[src/rtl/id_ex_stage_pkg.sv]
// Shared constants for the ID/EX stage: opcodes, forward-select codes, NOP
// encoding and small opcode-class helpers.
package id_ex_stage_pkg;

   localparam logic [6:0] OP_R    = 7'b0110011;
   localparam logic [6:0] OP_I    = 7'b0010011;
   localparam logic [6:0] OP_S    = 7'b0100011;
   localparam logic [6:0] OP_B    = 7'b1100011;
   localparam logic [6:0] OP_JALR = 7'b1100111;
   localparam logic [6:0] OP_LW   = 7'b0000011;

   // addi x0,x0,0 -- what an empty EX slot shows
   localparam logic [31:0] NOP = 32'h0000_0013;

   typedef enum logic [1:0] {
      NO_FWD  = 2'b00,
      EX_FWD  = 2'b01,
      MEM_FWD = 2'b10,
      WB_FWD  = 2'b11
   } fwd_sel_e;

   // Opcode classes that actually read rs1 (and may take forwarded data on A)
   function automatic logic uses_rs1(input logic [6:0] op);
      return (op == OP_R) || (op == OP_I) || (op == OP_S) ||
             (op == OP_B) || (op == OP_JALR) || (op == OP_LW);
   endfunction

   // Opcode classes that read rs2 (relevant for load-use detection)
   function automatic logic uses_rs2(input logic [6:0] op);
      return (op == OP_R) || (op == OP_S) || (op == OP_B);
   endfunction

   // Opcode classes whose operand B may be replaced by forwarded data
   function automatic logic fwd_b_allowed(input logic [6:0] op);
      return (op == OP_R) || (op == OP_B);
   endfunction

endpackage

[src/rtl/id_ex_stage_if.sv]
// Bundle of all ID-side inputs, forwarding sources and EX-side outputs of the
// ID/EX pipeline register. The stage itself uses the slave modport.
interface id_ex_stage_if #(
   parameter int DATA_W = 32,
   parameter int CTRL_W = 16,
   parameter int CNT_W  = 32
);
   logic [31:0]       instr_id;
   logic [DATA_W-1:0] pc_id;
   logic [DATA_W-1:0] imm_id;
   logic [4:0]        rs1_id;
   logic [4:0]        rs2_id;
   logic [4:0]        rd_id;
   logic              we_rf_id;
   logic [CTRL_W-1:0] ctrl_id;
   logic [DATA_W-1:0] rd1_id;
   logic [DATA_W-1:0] rd2_id;
   logic [1:0]        forwardA;
   logic [1:0]        forwardB;
   logic [DATA_W-1:0] alu_result_ex;
   logic [DATA_W-1:0] wd_mem;
   logic [DATA_W-1:0] wd_wb;
   logic              flush;

   logic              stall;
   logic [31:0]       instr_ex;
   logic [DATA_W-1:0] pc_ex;
   logic [DATA_W-1:0] imm_ex;
   logic [DATA_W-1:0] rd1_ex;
   logic [DATA_W-1:0] rd2_ex;
   logic [4:0]        rs1_ex;
   logic [4:0]        rs2_ex;
   logic [4:0]        rd_ex;
   logic              we_rf_ex;
   logic [CTRL_W-1:0] ctrl_ex;
   logic              valid_ex;
   logic [CNT_W-1:0]  stall_cnt;
   logic [CNT_W-1:0]  flush_cnt;

   modport slave (
      input  instr_id, pc_id, imm_id, rs1_id, rs2_id, rd_id, we_rf_id, ctrl_id,
             rd1_id, rd2_id, forwardA, forwardB, alu_result_ex, wd_mem, wd_wb, flush,
      output stall, instr_ex, pc_ex, imm_ex, rd1_ex, rd2_ex, rs1_ex, rs2_ex, rd_ex,
             we_rf_ex, ctrl_ex, valid_ex, stall_cnt, flush_cnt
   );

   modport master (
      output instr_id, pc_id, imm_id, rs1_id, rs2_id, rd_id, we_rf_id, ctrl_id,
             rd1_id, rd2_id, forwardA, forwardB, alu_result_ex, wd_mem, wd_wb, flush,
      input  stall, instr_ex, pc_ex, imm_ex, rd1_ex, rd2_ex, rs1_ex, rs2_ex, rd_ex,
             we_rf_ex, ctrl_ex, valid_ex, stall_cnt, flush_cnt
   );
endinterface

[src/rtl/id_ex_stage_fwd_mux.sv]
// Gated 4:1 operand select: when the opcode class does not permit forwarding,
// the stale forward code is ignored and the RF read data passes through.
module operand_fwd_mux
   import id_ex_stage_pkg::*;
#(
   parameter int DATA_W = 32
) (
   input  logic              en_i,
   input  fwd_sel_e          sel_i,
   input  logic [DATA_W-1:0] rf_i,
   input  logic [DATA_W-1:0] ex_i,
   input  logic [DATA_W-1:0] mem_i,
   input  logic [DATA_W-1:0] wb_i,
   output logic [DATA_W-1:0] op_o
);

   // Pick the newest producer of the operand, or the RF value
   always_comb begin
      op_o = rf_i;
      if (en_i) begin
         case (sel_i)
            EX_FWD:  op_o = ex_i;
            MEM_FWD: op_o = mem_i;
            WB_FWD:  op_o = wb_i;
            default: op_o = rf_i;
         endcase
      end
   end

endmodule

[src/rtl/id_ex_stage.sv]
// ID/EX pipeline register: operand forwarding, load-use hazard detection,
// bubble insertion on stall/flush and saturating stall/flush counters.
module id_ex_stage
   import id_ex_stage_pkg::*;
#(
   parameter int DATA_W = 32,
   parameter int CTRL_W = 16,
   parameter int CNT_W  = 32
) (
   input logic         clk,
   input logic         rst,
   id_ex_stage_if.slave bus
);

   logic [6:0]        op_id;
   logic [6:0]        op_ex;
   logic [DATA_W-1:0] op_a;
   logic [DATA_W-1:0] op_b;
   logic              load_in_ex;
   logic              stall;

   logic [31:0]       instr_ex_q, instr_ex_d;
   logic [DATA_W-1:0] pc_ex_q, pc_ex_d;
   logic [DATA_W-1:0] imm_ex_q, imm_ex_d;
   logic [DATA_W-1:0] rd1_ex_q, rd1_ex_d;
   logic [DATA_W-1:0] rd2_ex_q, rd2_ex_d;
   logic [4:0]        rs1_ex_q, rs1_ex_d;
   logic [4:0]        rs2_ex_q, rs2_ex_d;
   logic [4:0]        rd_ex_q, rd_ex_d;
   logic              we_rf_ex_q, we_rf_ex_d;
   logic [CTRL_W-1:0] ctrl_ex_q, ctrl_ex_d;
   logic              valid_ex_q, valid_ex_d;
   logic [CNT_W-1:0]  stall_cnt_q, stall_cnt_d;
   logic [CNT_W-1:0]  flush_cnt_q, flush_cnt_d;

   assign op_id = bus.instr_id[6:0];
   assign op_ex = instr_ex_q[6:0];

   operand_fwd_mux #(.DATA_W(DATA_W)) u_fwd_a (
      .en_i  (uses_rs1(op_id)),
      .sel_i (fwd_sel_e'(bus.forwardA)),
      .rf_i  (bus.rd1_id),
      .ex_i  (bus.alu_result_ex),
      .mem_i (bus.wd_mem),
      .wb_i  (bus.wd_wb),
      .op_o  (op_a)
   );

   operand_fwd_mux #(.DATA_W(DATA_W)) u_fwd_b (
      .en_i  (fwd_b_allowed(op_id)),
      .sel_i (fwd_sel_e'(bus.forwardB)),
      .rf_i  (bus.rd2_id),
      .ex_i  (bus.alu_result_ex),
      .mem_i (bus.wd_mem),
      .wb_i  (bus.wd_wb),
      .op_o  (op_b)
   );

   // A load in EX whose result the ID instruction needs cannot be forwarded
   // yet; the bubble it causes clears the condition, so the stall is one cycle.
   assign load_in_ex = valid_ex_q && we_rf_ex_q && (op_ex == OP_LW) && (rd_ex_q != '0);
   assign stall = load_in_ex &&
                  ((uses_rs1(op_id) && (bus.rs1_id == rd_ex_q)) ||
                   (uses_rs2(op_id) && (bus.rs2_id == rd_ex_q)));

   // Next EX contents: bubble by default, flush beats stall, else load ID
   always_comb begin
      instr_ex_d  = NOP;
      pc_ex_d     = '0;
      imm_ex_d    = '0;
      rd1_ex_d    = '0;
      rd2_ex_d    = '0;
      rs1_ex_d    = '0;
      rs2_ex_d    = '0;
      rd_ex_d     = '0;
      we_rf_ex_d  = 1'b0;
      ctrl_ex_d   = '0;
      valid_ex_d  = 1'b0;
      stall_cnt_d = stall_cnt_q;
      flush_cnt_d = flush_cnt_q;
      if (bus.flush) begin
         if (flush_cnt_q != '1) flush_cnt_d = flush_cnt_q + CNT_W'(1);
      end else if (stall) begin
         if (stall_cnt_q != '1) stall_cnt_d = stall_cnt_q + CNT_W'(1);
      end else begin
         instr_ex_d = bus.instr_id;
         pc_ex_d    = bus.pc_id;
         imm_ex_d   = bus.imm_id;
         rd1_ex_d   = op_a;
         rd2_ex_d   = op_b;
         rs1_ex_d   = bus.rs1_id;
         rs2_ex_d   = bus.rs2_id;
         rd_ex_d    = bus.rd_id;
         we_rf_ex_d = bus.we_rf_id;
         ctrl_ex_d  = bus.ctrl_id;
         valid_ex_d = 1'b1;
      end
   end

   // Pipeline register with asynchronous reset to an empty (NOP) slot
   always_ff @(posedge clk or posedge rst) begin
      if (rst) begin
         instr_ex_q  <= NOP;
         pc_ex_q     <= '0;
         imm_ex_q    <= '0;
         rd1_ex_q    <= '0;
         rd2_ex_q    <= '0;
         rs1_ex_q    <= '0;
         rs2_ex_q    <= '0;
         rd_ex_q     <= '0;
         we_rf_ex_q  <= 1'b0;
         ctrl_ex_q   <= '0;
         valid_ex_q  <= 1'b0;
         stall_cnt_q <= '0;
         flush_cnt_q <= '0;
      end else begin
         instr_ex_q  <= instr_ex_d;
         pc_ex_q     <= pc_ex_d;
         imm_ex_q    <= imm_ex_d;
         rd1_ex_q    <= rd1_ex_d;
         rd2_ex_q    <= rd2_ex_d;
         rs1_ex_q    <= rs1_ex_d;
         rs2_ex_q    <= rs2_ex_d;
         rd_ex_q     <= rd_ex_d;
         we_rf_ex_q  <= we_rf_ex_d;
         ctrl_ex_q   <= ctrl_ex_d;
         valid_ex_q  <= valid_ex_d;
         stall_cnt_q <= stall_cnt_d;
         flush_cnt_q <= flush_cnt_d;
      end
   end

   assign bus.stall     = stall;
   assign bus.instr_ex  = instr_ex_q;
   assign bus.pc_ex     = pc_ex_q;
   assign bus.imm_ex    = imm_ex_q;
   assign bus.rd1_ex    = rd1_ex_q;
   assign bus.rd2_ex    = rd2_ex_q;
   assign bus.rs1_ex    = rs1_ex_q;
   assign bus.rs2_ex    = rs2_ex_q;
   assign bus.rd_ex     = rd_ex_q;
   assign bus.we_rf_ex  = we_rf_ex_q;
   assign bus.ctrl_ex   = ctrl_ex_q;
   assign bus.valid_ex  = valid_ex_q;
   assign bus.stall_cnt = stall_cnt_q;
   assign bus.flush_cnt = flush_cnt_q;

endmodule

[src/flat_wrapper.sv]
// flat-port wrapper written by rule: the top's interface ports become plain ports
module id_ex_stage_flat import id_ex_stage_pkg::*;
#(
   parameter int DATA_W = 32,
   parameter int CTRL_W = 16,
   parameter int CNT_W  = 32
)
  (clk, rst, bus_instr_id, bus_pc_id, bus_imm_id, bus_rs1_id, bus_rs2_id, bus_rd_id, bus_we_rf_id, bus_ctrl_id, bus_rd1_id, bus_rd2_id, bus_forwardA, bus_forwardB, bus_alu_result_ex, bus_wd_mem, bus_wd_wb, bus_flush, bus_stall, bus_instr_ex, bus_pc_ex, bus_imm_ex, bus_rd1_ex, bus_rd2_ex, bus_rs1_ex, bus_rs2_ex, bus_rd_ex, bus_we_rf_ex, bus_ctrl_ex, bus_valid_ex, bus_stall_cnt, bus_flush_cnt);
  id_ex_stage_if #(.DATA_W(DATA_W), .CTRL_W(CTRL_W), .CNT_W(CNT_W)) bus_i ();
  input logic clk;
  input logic rst;
  input wire logic [$bits(bus_i.instr_id)-1:0] bus_instr_id;
  input wire logic [$bits(bus_i.pc_id)-1:0] bus_pc_id;
  input wire logic [$bits(bus_i.imm_id)-1:0] bus_imm_id;
  input wire logic [$bits(bus_i.rs1_id)-1:0] bus_rs1_id;
  input wire logic [$bits(bus_i.rs2_id)-1:0] bus_rs2_id;
  input wire logic [$bits(bus_i.rd_id)-1:0] bus_rd_id;
  input wire logic [$bits(bus_i.we_rf_id)-1:0] bus_we_rf_id;
  input wire logic [$bits(bus_i.ctrl_id)-1:0] bus_ctrl_id;
  input wire logic [$bits(bus_i.rd1_id)-1:0] bus_rd1_id;
  input wire logic [$bits(bus_i.rd2_id)-1:0] bus_rd2_id;
  input wire logic [$bits(bus_i.forwardA)-1:0] bus_forwardA;
  input wire logic [$bits(bus_i.forwardB)-1:0] bus_forwardB;
  input wire logic [$bits(bus_i.alu_result_ex)-1:0] bus_alu_result_ex;
  input wire logic [$bits(bus_i.wd_mem)-1:0] bus_wd_mem;
  input wire logic [$bits(bus_i.wd_wb)-1:0] bus_wd_wb;
  input wire logic [$bits(bus_i.flush)-1:0] bus_flush;
  output wire logic [$bits(bus_i.stall)-1:0] bus_stall;
  output wire logic [$bits(bus_i.instr_ex)-1:0] bus_instr_ex;
  output wire logic [$bits(bus_i.pc_ex)-1:0] bus_pc_ex;
  output wire logic [$bits(bus_i.imm_ex)-1:0] bus_imm_ex;
  output wire logic [$bits(bus_i.rd1_ex)-1:0] bus_rd1_ex;
  output wire logic [$bits(bus_i.rd2_ex)-1:0] bus_rd2_ex;
  output wire logic [$bits(bus_i.rs1_ex)-1:0] bus_rs1_ex;
  output wire logic [$bits(bus_i.rs2_ex)-1:0] bus_rs2_ex;
  output wire logic [$bits(bus_i.rd_ex)-1:0] bus_rd_ex;
  output wire logic [$bits(bus_i.we_rf_ex)-1:0] bus_we_rf_ex;
  output wire logic [$bits(bus_i.ctrl_ex)-1:0] bus_ctrl_ex;
  output wire logic [$bits(bus_i.valid_ex)-1:0] bus_valid_ex;
  output wire logic [$bits(bus_i.stall_cnt)-1:0] bus_stall_cnt;
  output wire logic [$bits(bus_i.flush_cnt)-1:0] bus_flush_cnt;
  assign bus_i.instr_id = bus_instr_id;
  assign bus_i.pc_id = bus_pc_id;
  assign bus_i.imm_id = bus_imm_id;
  assign bus_i.rs1_id = bus_rs1_id;
  assign bus_i.rs2_id = bus_rs2_id;
  assign bus_i.rd_id = bus_rd_id;
  assign bus_i.we_rf_id = bus_we_rf_id;
  assign bus_i.ctrl_id = bus_ctrl_id;
  assign bus_i.rd1_id = bus_rd1_id;
  assign bus_i.rd2_id = bus_rd2_id;
  assign bus_i.forwardA = bus_forwardA;
  assign bus_i.forwardB = bus_forwardB;
  assign bus_i.alu_result_ex = bus_alu_result_ex;
  assign bus_i.wd_mem = bus_wd_mem;
  assign bus_i.wd_wb = bus_wd_wb;
  assign bus_i.flush = bus_flush;
  assign bus_stall = bus_i.stall;
  assign bus_instr_ex = bus_i.instr_ex;
  assign bus_pc_ex = bus_i.pc_ex;
  assign bus_imm_ex = bus_i.imm_ex;
  assign bus_rd1_ex = bus_i.rd1_ex;
  assign bus_rd2_ex = bus_i.rd2_ex;
  assign bus_rs1_ex = bus_i.rs1_ex;
  assign bus_rs2_ex = bus_i.rs2_ex;
  assign bus_rd_ex = bus_i.rd_ex;
  assign bus_we_rf_ex = bus_i.we_rf_ex;
  assign bus_ctrl_ex = bus_i.ctrl_ex;
  assign bus_valid_ex = bus_i.valid_ex;
  assign bus_stall_cnt = bus_i.stall_cnt;
  assign bus_flush_cnt = bus_i.flush_cnt;
  id_ex_stage #(.DATA_W(DATA_W), .CTRL_W(CTRL_W), .CNT_W(CNT_W)) u_core (.clk(clk), .rst(rst), .bus(bus_i));
endmodule
[config.mk]
export PLATFORM = sky130hd
export DESIGN_NAME = id_ex_stage_flat
export DESIGN_NICKNAME = d
export VERILOG_FILES = /design/src/rtl/id_ex_stage_pkg.sv /design/src/rtl/id_ex_stage_if.sv /design/src/rtl/id_ex_stage_fwd_mux.sv /design/src/rtl/id_ex_stage.sv /design/src/flat_wrapper.sv
export SDC_FILE = /design/constraint.sdc
export NUM_CORES = 1
export LEC_CHECK = 0
export CAP_MARGIN = 20
export CORE_AREA = 3 3 212 214
export DETAILED_ROUTE_END_ITERATION = 12
export DIE_AREA = 0 0 215 217
export GPL_TIMING_DRIVEN = 0
export RECOVER_POWER = 100
export SLEW_MARGIN = 15
export SYNTH_ARGS = -nofsm -noshare
export SYNTH_HDL_FRONTEND = slang
export SYNTH_SLANG_ARGS = --single-unit
[constraint.sdc]
create_clock -name clk -period 25.5 [get_ports clk]
set_input_delay 5.1 -clock clk [delete_from_list [all_inputs] [get_ports clk]]
set_output_delay 5.1 -clock clk [all_outputs]
set_load 0.01 [all_outputs]
; Word level (Yosys, flattened, before mapping)
; Index checks and enable logic that the tools add are counted.
[totals]
reg_bits = 257
latch_bits = 0
ram_bits = 0
mem_bits_ro = 0
out_inout_bits = 258
wordCells = 77
memories = 0
[classes]
add_sub_neg = 2
multipliers = 0
div = 0
magnitude_cmp = 0
n_eq_ne = 17
shift = 0
n_mux = 26
bitwise = 1
n_reduce_logical = 18
[op_table]
columns = cell, n
row1 = $mux 32, 12
row2 = $pmux 32 s3, 2
row3 = $add 32x1->32 const B, 2
row4 = $ne 32x32->1 const B, 2
row5 = $mux 16, 2
row6 = $mux 5, 6
row7 = $eq 7x2->1 const B, 2
row8 = $eq 7x6->1 const B, 2
row9 = $eq 7x7->1 const B, 2
row10 = $eq 5x5->1, 2
row11 = $logic_or 1x1->1, 9
row12 = $eq 2x2->1 const B, 4
row13 = $eq 7x5->1 const B, 1
row14 = $logic_and 1x1->1, 6
row15 = $reduce_bool 5->1, 1
row16 = $eq 2x1->1 const B, 2
row17 = $mux 1, 4
row18 = $reduce_and 3->1, 1
row19 = $reduce_and 2->1, 1
row20 = $not 1->1, 1

; Longest topological paths before layout
; Gate-level depths: netlist of the first run.
[depth]
word_depth = 11
ltp_mapped = 9
depth_no_buf = 7

; By module
; A second synthesis of the first run with hierarchy kept.
[unflattened]
cells_unflattened = 1108
area_unflattened_um2 = 12308.1
[modules_own_cells]
columns = module, n_inst, cells_each, area_per_inst_um2, seq_area_each_um2
row1 = id_ex_stage, 1, 736, 9688.0, 6434.9
row2 = operand_fwd_mux, 2, 186, 1310.0, 0.0

; Worst setup path before layout of the first run
; Ideal clock, no wire load.
[synth_timing]
kind = input-to-output
start = input bus_instr_id[3]
end = output bus_stall
arrival_time_ns = 6.121
t_required_ns = 20.400
setup_slack_ns = 14.279
cell_stages = 5
cell_sequence = and3b_1 > nand2_1 > nor4b_1 > a41oi_1 > nor4_1
[synth_via]
elab_chain_len = 9
word_cells_on_any_way = 17
cone_classes = eq/ne: 6 / reduce/logical: 11
[synth_rtl]
columns = item, line_no
row1 = start: declaration, flat_wrapper.sv:12  ; input wire logic [$bits(bus_i.instr_id)-1:0] bus_instr_id;
row2 = $eq 7x6->1 or $eq 7x5->1 (tied branches), "id_ex_stage_pkg.sv:24, id_ex_stage_pkg.sv:30"
row3 = $logic_or 1x1->1 (3 in series), id_ex_stage_pkg.sv:24  ; return (op == OP_R) || (op == OP_I) || (op == OP_S) ||
row4 = $logic_or 1x1->1 (2 in series), id_ex_stage_pkg.sv:25  ; (op == OP_B) || (op == OP_JALR) || (op == OP_LW);
row5 = $logic_and 1x1->1, id_ex_stage.sv:63  ; ((uses_rs1(op_id) && (bus.rs1_id == rd_ex_q)) ||
row6 = $logic_or 1x1->1 (*), id_ex_stage.sv:63
row7 = $logic_and 1x1->1 (*), id_ex_stage.sv:62  ; assign stall = load_in_ex &&
row8 = end: declaration, flat_wrapper.sv:28  ; output wire logic [$bits(bus_i.stall)-1:0] bus_stall;
; Every way passes the cells marked *; elsewhere a longest branch is shown, timed or not.

==> results.sh, run 1 <==
export IMPL_outcome="finished with violations"
export IMPL_failed_checks="max-capacitance violations, max-slew violations"
export IMPL_drv_cap=3
export IMPL_die_area_um2=46660
export IMPL_drt_total_wl_um=46930
export IMPL_cts_root_buffer="clkbuf_16"
export IMPL_arrival_ns=14.99
export IMPL_nFillCells=4136
export IMPL_die_h_um=217
export IMPL_path_clk_slew_ns=0.05
export IMPL_endpoint_kind="asynchronous set/reset pin"
export IMPL_period_needed_ns=15.59
export IMPL_synth_seq_area_share=0.5759
export IMPL_regArea_um2=6435
export IMPL_io_buffer_count=548
export IMPL_numCtsBuffers=34
export IMPL_tns_ns=0
export IMPL_fin_util=0.4292
export IMPL_grt_pass1_wl_um=69570
export IMPL_grt_max_degree=101
export IMPL_cts_sinks=257
export IMPL_avgViaCountPerCell=4.576
export IMPL_worst_setup_path_type="in -> async"
export IMPL_wl_per_cell_um=21.60
export IMPL_nets=1858
export IMPL_syn_nets=1272
export IMPL_vias=9944
export IMPL_finalHoldViolations=0
export IMPL_clockBufferDepth=3
export IMPL_initial_core_util=0.2594
export IMPL_drv_slew=262
export IMPL_gr_total_overflow=0
export IMPL_synthToLayoutAreaGrowth_pct=65.46
export IMPL_gp_congestion=0.8866
export IMPL_die_x_um=215
export IMPL_crit_required_ns=24.90
export IMPL_gr_usage_all_layers=0.1964
export IMPL_core_area_um2=43080
export IMPL_max_slew_margin=-2.421
export IMPL_synthesis_area_um2=11170
export IMPL_worst_path_max_fanout=100
export IMPL_period_share=0.6114
export IMPL_cts_resized_gates=0
export IMPL_hold_path_class="reg -> reg"
export IMPL_synth_cells=975
export IMPL_first_iter_violations=449
export IMPL_post_cts_buffers=0
export IMPL_vdd_drop_max_v=0.00003784
export IMPL_postRouteAntennaNets=0
export IMPL_syn_avg_cell_area_um2=11.46
export IMPL_finClkSkew_ns=0.01560
export IMPL_ys_ff_latch=257
export IMPL_fp_row_count=76
export IMPL_worst_slew_pin_slew_ns=5.131
export IMPL_grt_pass1_vias=10740
export IMPL_dpl_cell_count=2110
export IMPL_fmax_ghz=0.06414
export IMPL_start_kind="input port"
export IMPL_ios=553
export IMPL_fin_cells=2173
export IMPL_drive_above_1_share=0.07775
export IMPL_cts_max_level=2
export IMPL_grt_antenna_before_repair=9
export IMPL_multi_input_area_um2=4404
export IMPL_cts_tree="yes"
export IMPL_ys_types=49
export IMPL_drcViolationCount=0
export IMPL_worstSkewPairLatency_ns=0.52
export IMPL_setup_violations=0
export IMPL_rsz0062_at_grt="no"
export IMPL_powerDensity_nw_per_um2=59.72
export IMPL_cts_hold_buf=0
export IMPL_place_hpwl_um=36980
export IMPL_yosys_warnings=0
export IMPL_p_leak_nw=8.111
export IMPL_dr_pass1_iters=5
cells in the mapped netlist (all sizes together):
| cell | instances | area share |
|---|---|---|
| dfrtp | 254 | 0.57 |
| and2 | 128 | 0.072 |
| nor2 | 93 | 0.031 |
| mux2 | 65 | 0.066 |
| a211oi | 63 | 0.042 |
| a22oi | 63 | 0.042 |
| clkbuf | 48 | 0.017 |
| xnor2 | 39 | 0.031 |
| nand3 | 32 | 0.014 |
| xor2 | 31 | 0.024 |
| nand2 | 30 | 0.010 |
| nand4 | 21 | 0.012 |
| buf | 15 | 0.0072 |
| and3 | 10 | 0.0056 |
| inv | 10 | 0.0034 |
| nor3 | 10 | 0.0063 |
| nor4 | 10 | 0.0062 |
| a21oi | 9 | 0.0040 |
| or3 | 6 | 0.0034 |
| nand4b | 4 | 0.0031 |
| nor2b | 4 | 0.0022 |
| and4 | 3 | 0.0024 |
| dfstp | 3 | 0.0071 |
| nor3b | 3 | 0.0020 |
| nor4b | 3 | 0.0029 |
| and3b | 2 | 0.0016 |
| ha | 2 | 0.0022 |
| mux2i | 2 | 0.0018 |
| o21a | 2 | 0.0013 |
| a2111oi | 1 | 0.0013 |
| a41oi | 1 | 0.00078 |
| nand2b | 1 | 0.00056 |
| nand3b | 1 | 0.00067 |
| o211a | 1 | 0.00090 |
| o22ai | 1 | 0.00056 |
| o2bb2ai | 1 | 0.00078 |
| or2 | 1 | 0.00056 |
| or4 | 1 | 0.00067 |
| or4b | 1 | 0.00090 |
stage by stage:
stage                     hold slack (ns)  total power [mW]  setup WS, ns  instance area, um^2
after global placement             0.4778            0.6290         9.501                17390
after detailed placement           0.4889            0.6313         13.17                17450
after floorplan                    0.5190            0.5128         13.33                11170
final                              0.4906             1.104         9.909                18490
after global routing               0.5135             1.152         7.500                18490
after CTS                          0.4969             1.131         13.14                18590
cells in the final DEF, fill, tap and decap left out, types with 5 or more instances in the layout:
master	count
clkdlybuf4s50_1	286
dlygate4sd3_1	262
dfrtp_1	254
nor2_1	93
and2_0	87
clkbuf_1	68
mux2_2	64
a22oi_1	63
a211oi_1	63
and2_1	41
xnor2_1	39
clkbuf_16	35
nand3_1	32
xor2_1	31
nand2_1	29
nand4_1	21
nor3_1	10
and3_1	10
nor4_1	9
inv_1	9
a21oi_1	9
diode_2	6
or3_1	6
clkbuf_8	5
final timing paths:
path                                                 startpoint                              endpoint  slack [ns]  depth (start not counted)
max in group clk                                bus_instr_id[1]                             bus_stall       13.09                          7
max reg2reg                       u_core.bus.rd_ex[3]$_DFF_PP0_      u_core.bus.instr_ex[5]$_DFF_PP0_       22.19                          8
max                                                         rst  u_core.bus.stall_cnt[10]$_DFFE_PP0P_        9.91                          4
min                        u_core.bus.flush_cnt[31]$_DFFE_PP0P_  u_core.bus.flush_cnt[31]$_DFFE_PP0P_        0.49                          1
min reg2reg                u_core.bus.flush_cnt[31]$_DFFE_PP0P_  u_core.bus.flush_cnt[31]$_DFFE_PP0P_        0.49                          1
min in group asynchronous                                   rst       u_core.bus.imm_ex[22]$_DFF_PP0_        5.96                          2
kinds of logic after synthesis:
| group | synth area share |
|---|---|
| compound gates | 0.09439 |
| xor+xnor | 0.05487 |
| fa+ha+maj | 0.002239 |
| buf+inv | 0.02710 |
| flops | 0.5759 |
| mux | 0.06729 |
| simple gates | 0.1783 |
cell type report:
cell class                      instances  area share
Sequential cell                       257      0.3480
Timing Repair Buffer                  550      0.2971
Multi-Input combinational cell        645      0.2382
Clock buffer                           46     0.05231
Tap cell                              585     0.03959
Buffer                                 63     0.01286
Clock inverter                         11    0.009000
Inverter                               10    0.002098
Antenna cell                            6   0.0008121
metal layers:
| metal | vias up | GRT usage | wire, um |
|---|---|---|---|
| met4 | 6 | 0.06786 | 1445 |
| li1 | 4592 | - | - |
| met2 | 386 | 0.3443 | 23540 |
| met1 | 4885 | 0.2201 | 17940 |
| met3 | 75 | 0.07358 | 3959 |
| met5 | - | 0 | 38 |
critical path: stages:
cell and delay, ns:
dlygate4sd3_1 0.55, clkinvlp_2 1.77, clkbuf_1 3.63, clkbuf_1 3.82
where the power goes:
group	internal [mW]	leakage, nW	total [mW]	switching, mW
sequential	0.430	3.34	0.441	0.0115
clock	0.306	0.559	0.492	0.187
combinational	0.0940	4.21	0.170	0.0763
total	0.830	8.11	1.10	0.274
sequential cells by signal (all words and copies together) (netlist names), 16 cells and up:
register,flops
u_core.bus.ctrl_ex,16
u_core.bus.imm_ex,32
u_core.bus.instr_ex,32
u_core.bus.rd1_ex,32
u_core.bus.pc_ex,32
u_core.bus.rd2_ex,32
u_core.bus.flush_cnt,32
u_core.bus.stall_cnt,32
(Power assumes the default switching activity.)
==> run 2: changes to the inputs <==
clock period = 13.1 ns   (was 25.5 ns; I/O delays follow)
==> run 2 against run 1 <==
Against the previous run: the flow still finishes with violations (max-capacitance violations, max-slew violations); critical path depth increased by 3; first-iteration DRC count is 0.22% lower; hold slack is essentially flat.
==> results.sh, run 2 (same netlist as run 1, synthesis figures left out) <==
export IMPL_grt_antenna_before_repair=9
export IMPL_period_share=0.5686
export IMPL_p_int_mw=1.616
export IMPL_ios=553
export IMPL_start_kind="input port"
export IMPL_drive_above_1_share=0.07901
export IMPL_p_switching_mw=0.5327
export IMPL_drv_slew=66
export IMPL_clockBufferDepth=3
export IMPL_fp_row_count=76
export IMPL_cts_resized_gates=0
export IMPL_final_area_um2=18540
export IMPL_cts_tree="yes"
export IMPL_hold_path_class="reg -> reg"
export IMPL_holdPathStages=1
export IMPL_place_area_um2=17450
export IMPL_die_h_um=217
export IMPL_seq_power_share=0.400
export IMPL_swShare=0.2479
export IMPL_drt_total_wl_um=46830
export IMPL_crit_slowest_cell="dlygate4sd3_1"
export IMPL_failed_checks="max-capacitance violations, max-slew violations"
export IMPL_fmax_ghz=0.1343
export IMPL_cts_hold_buf=0
export IMPL_p_comb_frac=0.155
export IMPL_r2r_slack_ns=9.80
export IMPL_vias=9937
export IMPL_finalHoldViolations=0
export IMPL_grt_pass1_wl_um=69570
export IMPL_layout_cells_most_common="clkdlybuf4s50_1"
export IMPL_post_cts_buffers=0
export IMPL_rsz0062_at_grt="no"
export IMPL_gp_congestion=0.8866
export IMPL_ff2ff_path_depth=8
export IMPL_setup_violations=0
export IMPL_arrival_ns=4.83
export IMPL_powerDensity_nw_per_um2=115.9
export IMPL_crit_required_ns=10.48
export IMPL_synthToLayoutAreaGrowth_pct=65.88
export IMPL_p_leak_nw=8.133
export IMPL_gr_usage_all_layers=0.1964
export IMPL_slowest_delay_ns=0.69
export IMPL_finClkSkew_ns=0.01472
export IMPL_worst_slew_pin_slew_ns=3.271
export IMPL_path_clk_slew_ns=0.05
export IMPL_initial_core_util=0.2594
export IMPL_cts_sinks=257
export IMPL_nets=1858
export IMPL_worstPathCellList="clkdlybuf4s50_1 > and3b_1 > nand2_1 > nor4b_1 > a41oi_1 > nor4_1 > dlygate4sd3_1"
export IMPL_avgViaCountPerCell=4.573
export IMPL_first_iter_violations=448
export IMPL_clkPwrFrac=0.445
export IMPL_die_x_um=215
export IMPL_endpoint_kind="primary output"
export IMPL_place_hpwl_um=36980
export IMPL_outcome="finished with violations"
export IMPL_dr_pass1_iters=4
export IMPL_final_cell_mix="clkdlybuf4s50_1, dlygate4sd3_1, dfrtp_1"
export IMPL_cts_root_buffer="clkbuf_16"
export IMPL_period_needed_ns=7.448
export IMPL_worstSkewPairLatency_ns=0.52
export IMPL_drcViolationCount=0
export IMPL_numCtsBuffers=34
export IMPL_gr_total_overflow=0
export IMPL_postRouteAntennaNets=0
export IMPL_grt_pass1_vias=10740
export IMPL_grt_max_degree=101
export IMPL_worst_setup_path_type="in -> out"
export IMPL_die_area_um2=46660
export IMPL_drv_cap=1
export IMPL_wl_per_cell_um=21.55
export IMPL_io_buffer_count=548
export IMPL_max_slew_margin=-1.192
export IMPL_worst_path_max_fanout=4
export IMPL_power_total_mw=2.149
export IMPL_cts_max_level=2
export IMPL_core_area_um2=43080
export IMPL_vdd_drop_max_v=0.00007341
[run 2: critical path: cells and delay by family]
| kind | cells | cell delay (ns) |
|---|---|---|
| buf+inv | 2 | 1.20 |
| simple gates | 4 | 0.89 |
| compound gates | 1 | 0.12 |
[run 2: final cells by class]
type	count	area (um^2)
Multi-Input combinational cell	645	4404
Clock inverter	11	166.4
Sequential cell	257	6435
Buffer	63	237.7
Timing Repair Buffer	550	5540
Clock buffer	46	967.2
Tap cell	585	732.0
Inverter	10	38.79
Fill cell	4131	24540
Antenna cell	6	15.01
[run 2: path summary, 6_finish.rpt]
kind	startpoint	end
max reg2reg	u_core.bus.rd_ex[3]$_DFF_PP0_	u_core.bus.instr_ex[5]$_DFF_PP0_
min reg2reg	u_core.bus.flush_cnt[31]$_DFFE_PP0P_	u_core.bus.flush_cnt[31]$_DFFE_PP0P_
min	u_core.bus.flush_cnt[31]$_DFFE_PP0P_	u_core.bus.flush_cnt[31]$_DFFE_PP0P_
max in group asynchronous	rst	u_core.bus.instr_ex[4]$_DFF_PP1_
min in group asynchronous	rst	u_core.bus.imm_ex[22]$_DFF_PP0_
max	bus_instr_id[1]	bus_stall
[run 2: power by group through the flow]
| stage | clock, mW | sequential (mW) | combinational, mW |
|---|---|---|---|
| after floorplan | 0 | 0.894 | 0.104 |
| after CTS | 0.984 | 0.861 | 0.356 |
| final | 0.957 | 0.859 | 0.333 |
| after global placement | 0 | 0.874 | 0.350 |
| after global routing | 1.02 | 0.864 | 0.360 |
| after detailed placement | 0 | 0.875 | 0.354 |
[run 2: routing by layer]
layer	GRT usage	part of all wire	vias up
li1	-	-	4591
met1	0.2201	0.38	4865
met2	0.3443	0.50	398
met3	0.07358	0.087	77
met4	0.06786	0.031	6
met5	0	0.00081	-
[run 2: through the flow]
stage / hold slack, ns / setup WS [ns] / setup TNS [ns] / utilization / instances
final: 0.4906 / 5.652 / 0 / 0.4303 / 2173
after CTS: 0.4969 / 5.704 / 0 / 0.4315 / 2167
after global placement: 0.4778 / -0.4189 / -98.11 / 0.4037 / 2108
after detailed placement: 0.4889 / 5.733 / 0 / 0.4052 / 2110
after floorplan: 0.5190 / 3.415 / 0 / - / 975
after global routing: 0.5135 / 5.515 / 0 / 0.4303 / 2172
